--- src/rtl/uart_rx_device_pkg.sv ---
// Shared encodings for the UART receiver peripheral: FSM states, register
// offsets and status bit positions.
package uart_rx_device_pkg;

  typedef enum logic [2:0] {
    ST_IDLE  = 3'd0,
    ST_START = 3'd1,
    ST_DATA  = 3'd2,
    ST_STOP  = 3'd3,
    ST_BREAK = 3'd4
  } rx_state_e;

  localparam logic [1:0] REG_RX_DATA   = 2'd0;
  localparam logic [1:0] REG_RX_STATUS = 2'd1;

  localparam int STAT_VALID = 0;
  localparam int STAT_OVR   = 1;
  localparam int STAT_FERR  = 2;

endpackage

--- src/rtl/uart_rx_device_if.sv ---
// CPU-side read port of the UART receiver: strobe, register select, read data, irq.
interface uart_rx_device_if;
  logic        rd;
  logic [1:0]  addr;
  logic [31:0] rdata;
  logic        rx_irq;

  modport master (output rd, output addr, input rdata, input rx_irq);
  modport slave  (input rd, input addr, output rdata, output rx_irq);
endinterface

--- src/rtl/uart_rx_device_core.sv ---
// 8N1 deserialiser: 2-flop synchroniser, mid-bit sampling FSM, LSB-first shift
// register. Emits one-cycle byte_done / frame_err pulses at the stop-bit sample.
module uart_rx_core
  import uart_rx_device_pkg::*;
#(
  parameter int CLKS_PER_BIT = 2604,
  parameter int CNT_W        = 12
) (
  input  logic       clk,
  input  logic       reset,
  input  logic       i_rx,
  output logic [7:0] o_byte,
  output logic       o_byte_done,
  output logic       o_frame_err
);

  localparam logic [CNT_W-1:0] HALF_M1 = CNT_W'(CLKS_PER_BIT / 2 - 1);
  localparam logic [CNT_W-1:0] FULL_M1 = CNT_W'(CLKS_PER_BIT - 1);

  rx_state_e        r_state, w_state_nxt;
  logic [CNT_W-1:0] r_cnt, w_cnt_nxt;
  logic [2:0]       r_bit_idx, w_bit_idx_nxt;
  logic [7:0]       r_shift, w_shift_nxt;
  logic             r_sync1, r_rx_s;

  always_ff @(posedge clk or negedge reset) begin
    if (!reset) begin
      r_sync1   <= 1'b1;
      r_rx_s    <= 1'b1;
      r_state   <= ST_IDLE;
      r_cnt     <= '0;
      r_bit_idx <= '0;
      r_shift   <= '0;
    end else begin
      r_sync1   <= i_rx;
      r_rx_s    <= r_sync1;
      r_state   <= w_state_nxt;
      r_cnt     <= w_cnt_nxt;
      r_bit_idx <= w_bit_idx_nxt;
      r_shift   <= w_shift_nxt;
    end
  end

  always_comb begin
    w_state_nxt   = r_state;
    w_cnt_nxt     = r_cnt;
    w_bit_idx_nxt = r_bit_idx;
    w_shift_nxt   = r_shift;
    o_byte_done   = 1'b0;
    o_frame_err   = 1'b0;
    case (r_state)
      ST_IDLE: begin
        w_cnt_nxt = '0;
        if (!r_rx_s) w_state_nxt = ST_START;
      end
      ST_START: begin
        // A line that is high again at mid-bit was only a glitch.
        if (r_cnt == HALF_M1) begin
          w_cnt_nxt     = '0;
          w_bit_idx_nxt = '0;
          w_state_nxt   = r_rx_s ? ST_IDLE : ST_DATA;
        end else begin
          w_cnt_nxt = r_cnt + CNT_W'(1);
        end
      end
      ST_DATA: begin
        if (r_cnt == FULL_M1) begin
          w_cnt_nxt              = '0;
          w_shift_nxt[r_bit_idx] = r_rx_s;
          if (r_bit_idx == 3'd7) w_state_nxt   = ST_STOP;
          else                   w_bit_idx_nxt = r_bit_idx + 3'd1;
        end else begin
          w_cnt_nxt = r_cnt + CNT_W'(1);
        end
      end
      ST_STOP: begin
        if (r_cnt == FULL_M1) begin
          w_cnt_nxt = '0;
          if (r_rx_s) begin
            o_byte_done = 1'b1;
            w_state_nxt = ST_IDLE;
          end else begin
            o_frame_err = 1'b1;
            w_state_nxt = ST_BREAK;
          end
        end else begin
          w_cnt_nxt = r_cnt + CNT_W'(1);
        end
      end
      ST_BREAK: begin
        if (r_rx_s) w_state_nxt = ST_IDLE;
      end
      default: w_state_nxt = ST_IDLE;
    endcase
  end

  assign o_byte = r_shift;

endmodule

--- src/rtl/uart_rx_device.sv ---
// Memory-mapped UART receiver: one-byte holding register, overrun/framing flags
// and a combinational read mux; the serial side lives in uart_rx_core.
module uart_rx_device
  import uart_rx_device_pkg::*;
#(
  parameter int CLKS_PER_BIT = 2604,
  parameter int CNT_W        = 12
) (
  input  logic             clk,
  input  logic             reset,
  input  logic             rx,
  uart_rx_device_if.slave  bus
);

  logic [7:0]  w_byte;
  logic        w_byte_done, w_frame_err;
  logic        w_rd_data, w_rd_stat;
  logic [7:0]  r_data;
  logic        r_valid, r_ovr, r_ferr;
  logic [31:0] w_rdata;

  uart_rx_core #(.CLKS_PER_BIT(CLKS_PER_BIT), .CNT_W(CNT_W)) u_core (
    .clk         (clk),
    .reset       (reset),
    .i_rx        (rx),
    .o_byte      (w_byte),
    .o_byte_done (w_byte_done),
    .o_frame_err (w_frame_err)
  );

  assign w_rd_data = bus.rd && (bus.addr == REG_RX_DATA);
  assign w_rd_stat = bus.rd && (bus.addr == REG_RX_STATUS);

  // A commit coinciding with a data read replaces the byte the CPU just took.
  always_ff @(posedge clk or negedge reset) begin
    if (!reset) begin
      r_data  <= '0;
      r_valid <= 1'b0;
      r_ovr   <= 1'b0;
      r_ferr  <= 1'b0;
    end else begin
      if (w_byte_done) begin
        if (!r_valid || w_rd_data) begin
          r_data  <= w_byte;
          r_valid <= 1'b1;
        end
      end else if (w_rd_data) begin
        r_valid <= 1'b0;
      end
      if (w_byte_done && r_valid && !w_rd_data) r_ovr <= 1'b1;
      else if (w_rd_stat)                       r_ovr <= 1'b0;
      if (w_frame_err)    r_ferr <= 1'b1;
      else if (w_rd_stat) r_ferr <= 1'b0;
    end
  end

  always_comb begin
    w_rdata = '0;
    case (bus.addr)
      REG_RX_DATA:   w_rdata[7:0] = r_data;
      REG_RX_STATUS: begin
        w_rdata[STAT_VALID] = r_valid;
        w_rdata[STAT_OVR]   = r_ovr;
        w_rdata[STAT_FERR]  = r_ferr;
      end
      default: w_rdata = '0;
    endcase
  end

  assign bus.rdata  = w_rdata;
  assign bus.rx_irq = r_valid;

endmodule

--- src/flat_wrapper.sv ---
// flat-port wrapper written by rule: the top's interface ports become plain ports
module uart_rx_device_flat import uart_rx_device_pkg::*;
#(
  parameter int CLKS_PER_BIT = 2604,
  parameter int CNT_W        = 12
)
  (clk, reset, rx, bus_rd, bus_addr, bus_rdata, bus_rx_irq);
  uart_rx_device_if bus_i ();
  input  logic clk;
  input  logic reset;
  input  logic rx;
  input wire logic [$bits(bus_i.rd)-1:0] bus_rd;
  input wire logic [$bits(bus_i.addr)-1:0] bus_addr;
  output wire logic [$bits(bus_i.rdata)-1:0] bus_rdata;
  output wire logic [$bits(bus_i.rx_irq)-1:0] bus_rx_irq;
  assign bus_i.rd = bus_rd;
  assign bus_i.addr = bus_addr;
  assign bus_rdata = bus_i.rdata;
  assign bus_rx_irq = bus_i.rx_irq;
  uart_rx_device #(.CLKS_PER_BIT(CLKS_PER_BIT), .CNT_W(CNT_W)) u_core (.clk(clk), .reset(reset), .rx(rx), .bus(bus_i));
endmodule
--- config.mk ---
export PLATFORM = sky130hd
export DESIGN_NAME = uart_rx_device_flat
export DESIGN_NICKNAME = d
export VERILOG_FILES = /design/src/rtl/uart_rx_device_pkg.sv /design/src/rtl/uart_rx_device_if.sv /design/src/rtl/uart_rx_device_core.sv /design/src/rtl/uart_rx_device.sv /design/src/flat_wrapper.sv
export SDC_FILE = /design/constraint.sdc
export NUM_CORES = 1
export LEC_CHECK = 0
export ABC_AREA = 1
export CORE_MARGIN = 10
export CORE_UTILIZATION = 36
export CTS_BUF_LIST = sky130_fd_sc_hd__clkbuf_8 sky130_fd_sc_hd__clkbuf_16
export DETAILED_ROUTE_END_ITERATION = 10
export HOLD_SLACK_MARGIN = 0.02
export MAX_ROUTING_LAYER = met4
export SYNTH_ARGS = -nofsm -noshare
export SYNTH_HDL_FRONTEND = slang
export SYNTH_SLANG_ARGS = --single-unit
--- constraint.sdc ---
create_clock -name clk -period 2.75 [get_ports clk]
set_clock_uncertainty 0.2 [all_clocks]
set_input_delay 0.4125 -clock clk [delete_from_list [all_inputs] [get_ports clk]]
set_output_delay 0.4125 -clock clk [all_outputs]
set_load 0.02 [all_outputs]
==> out/metrics.cfg <==
[routing]
routedWlPerCell_um=11.1
route.detailed.drc=0
dr.pass1.iters=4
total_routed_wirelength_um=5080
antenna_left=0
avgViaCountPerCell=4.59
detailroute.via_count=2091
dr_iter_0_viols=140

[final_layout]
area_delta_synth_final_pct=10.0
mostFrequentLayoutCells=sky130_fd_sc_hd__nand2_1, sky130_fd_sc_hd__inv_1, sky130_fd_sc_hd__dfrtp_1
antenna_cells_inserted=0
layout.cells.most_common=sky130_fd_sc_hd__nand2_1
layout.nets=369
final_layout_size_suffix_gt1_frac=0.108

[power_and_ir_drop]
vdd_drop_max_mv=0.197
total_leakage_power_uw=0.00134
p_per_area_nw_per_um2=430

[clocking]
cts_setup_buffers=0
clk_path_buf_depth=2
clkSlewWorstSetupHoldPaths_ps=70
h-tree-depth=2
cts-hold-fix-buffers=0
post_cts_resize_count=0
cts_bufs_inserted=5
cts.root.buffer_cell=sky130_fd_sc_hd__clkbuf_8
cts_num_sinks=39
tritoncts=yes
clk_latency_ps=290

[setup_path]
data_arrival_at_the_endpoint_of_the_critical_path_ps=2040
reg2reg_depth=8
worst_path_dominant_cell_family=buffers and inverters
crit_path_end_kind=output port
crit_path_max_fanout=9
crit_type=in2out
crit_top_cell=sky130_fd_sc_hd__clkdlybuf4s50_1
req_time_crit_path_ps=2140
cell_count_along_the_critical_path=4
startpoint=bus_addr[0]
critical_path.max_stage_delay_ps=630
timing.critical_path.buf_inv=2
cp-start-kind=input pin
path_cells=clkdlybuf4s50_1, or2_1, o21ai_0, clkdlybuf4s50_1
critical_path.reg2reg.startpoint=u_core.u_core.r_cnt[0]
critical-path-slowest-cell=sky130_fd_sc_hd__clkdlybuf4s50_1

[floorplanning]
placement_rows=30
die_area_um2=10800
core_area_um2=6830
design.portCount=39
dieHeight_um=104
initial_utilization=0.372
die_w_um=104

[place]
pre_cts_ws_ps=92.9
buffer_ports.inserted=14
dp.final_hpwl_um=3810
gp_congestion=0.891

[status]
outcome=complete, no violations

[grt]
via_count_of_the_first_global_routing_pass=1923
gr-total-overflow=0
grt_max_degree=40
antenna_found_initial=0
global_route_wire_length_before_repair_um=8820
grt_use_total=0.0959

[synthesis]
postSynthRegisterBits=39
synth_cell_types=29
synth_warnings=0
count_of_mapped_cells_out_of_synthesis=346
sequential_cell_area_fraction_in_the_yosys_report=0.385
mappedNetlistArea_um2=2540
syn_area_per_cell_um2=7.34

[timing]
finalHoldWorstSlack_ps=33.6
fmax_mhz=377
period_minus_slack_ps=2650
timing.final.setup_violations=0
setup_tns_ps=0
final_clock_period_utilization_by_the_worst_path=0.964
tightest_slew_ps=864
fin_ws_ps=99.3
grt_setup_unrepaired=false
final_hold_viol_count=0
final_slew_violations=0
headroom_to_the_max_slew_limit=0.424

[flow_run]
number_of_max_cap_violations=0

[worst_hold_path]
min_path_type=in2async

sequential cells by signal, indices dropped and copies added, names as in the netlist, 3 cells and up:
register                 cells
u_core.r_data                8
u_core.u_core.o_byte         8
u_core.u_core.r_bit_idx      3
u_core.u_core.r_cnt         12
u_core.u_core.r_state        3
layer usage:
metal,part of all wire,vias to the layer above,track usage
met5,0,-,-
met2,0.44,45,0.144
li1,-,1082,-
met3,0.048,4,0.0266
met1,0.50,960,0.121
met4,0.012,0,0.0328
cell usage after synthesis:
| master | n | area (um^2) |
|---|---|---|
| sky130_fd_sc_hd__ha_1 | 4 | 50.1 |
| sky130_fd_sc_hd__dfrtp_1 | 37 | 926 |
| sky130_fd_sc_hd__nand3_1 | 36 | 180 |
| sky130_fd_sc_hd__o21ai_1 | 6 | 30.0 |
| sky130_fd_sc_hd__dfstp_2 | 2 | 52.6 |
| sky130_fd_sc_hd__conb_1 | 1 | 3.75 |
| sky130_fd_sc_hd__o21ai_0 | 4 | 20.0 |
| sky130_fd_sc_hd__nor3_1 | 10 | 50.1 |
| sky130_fd_sc_hd__o21ai_2 | 1 | 8.76 |
| sky130_fd_sc_hd__nand4_1 | 19 | 119 |
| sky130_fd_sc_hd__xor2_1 | 5 | 43.8 |
| sky130_fd_sc_hd__nand2_1 | 95 | 357 |
| sky130_fd_sc_hd__o211ai_1 | 1 | 7.51 |
| sky130_fd_sc_hd__nand3_2 | 2 | 20.0 |
| sky130_fd_sc_hd__buf_4 | 27 | 203 |
| sky130_fd_sc_hd__buf_2 | 5 | 25.0 |
| sky130_fd_sc_hd__nor2_1 | 25 | 93.8 |
| sky130_fd_sc_hd__o22ai_1 | 2 | 12.5 |
| sky130_fd_sc_hd__or2_1 | 1 | 6.26 |
| sky130_fd_sc_hd__inv_1 | 38 | 143 |
| sky130_fd_sc_hd__o22ai_2 | 1 | 12.5 |
| sky130_fd_sc_hd__nor2_2 | 3 | 18.8 |
| sky130_fd_sc_hd__inv_2 | 7 | 26.3 |
| sky130_fd_sc_hd__buf_6 | 1 | 11.3 |
| sky130_fd_sc_hd__nand2_4 | 1 | 11.3 |
| sky130_fd_sc_hd__nor3_4 | 2 | 32.5 |
| sky130_fd_sc_hd__nand2_2 | 6 | 37.5 |
| sky130_fd_sc_hd__nor2_4 | 3 | 33.8 |
| sky130_fd_sc_hd__clkinv_1 | 1 | 3.75 |
kinds of logic (layout without fill, tap and decap cells):
kind of cell | after synthesis | count (layout) | synth area share
XOR/XNOR | 5 | 5 | 0.0172
buffers and inverters | 79 | 70 | 0.162
AO/OA/AOI/OAI | 15 | 15 | 0.0360
adder cells (fa/ha/maj) | 4 | 4 | 0.0197
AND/OR/NAND/NOR | 203 | 203 | 0.378
other | 1 | 24 | 0.00148
flip-flops | 39 | 39 | 0.385
final timing paths:
kind                                           end  slack [ps]
min in group clk              u_core.u_core.r_rx_s         150
min                        u_core.u_core.r_cnt[10]          30
min reg2reg                   u_core.u_core.r_rx_s         150
max                                   bus_rdata[0]         100
max reg2reg                 u_core.u_core.r_cnt[4]         570
max in group asynchronous   u_core.u_core.r_cnt[9]        1780
where the power goes:
group | leakage (uW) | internal (uW) | total [uW] | switching, uW
registers | 0.000523 | 576 | 579 | 2.89
logic | 0.000752 | 7.34 | 54.7 | 47.3
clock network | 0.0000644 | 362 | 569 | 207
total | 0.00134 | 945 | 1200 | 257
cell type report:
cell class	count	area [um^2]
Timing Repair Buffer	16	150
Multi-Input combinational cell	251	1230
Clock buffer	5	68.8
Inverter	46	173
Sequential cell	39	978
Fill cell	719	4040
Tap cell	96	120
Clock inverter	3	67.6
per-stage QoR:
stage	utilization	cells	cell area [um^2]	total power [uW]
after CTS	0.409	456	2790	1220
after detailed placement	0.389	448	2660	644
after global routing	0.409	456	2790	1250
final	0.409	456	2790	1200
after floorplan	-	369	2630	651
after global placement	0.389	448	2660	644
Power figures use the tool's default switching activity.
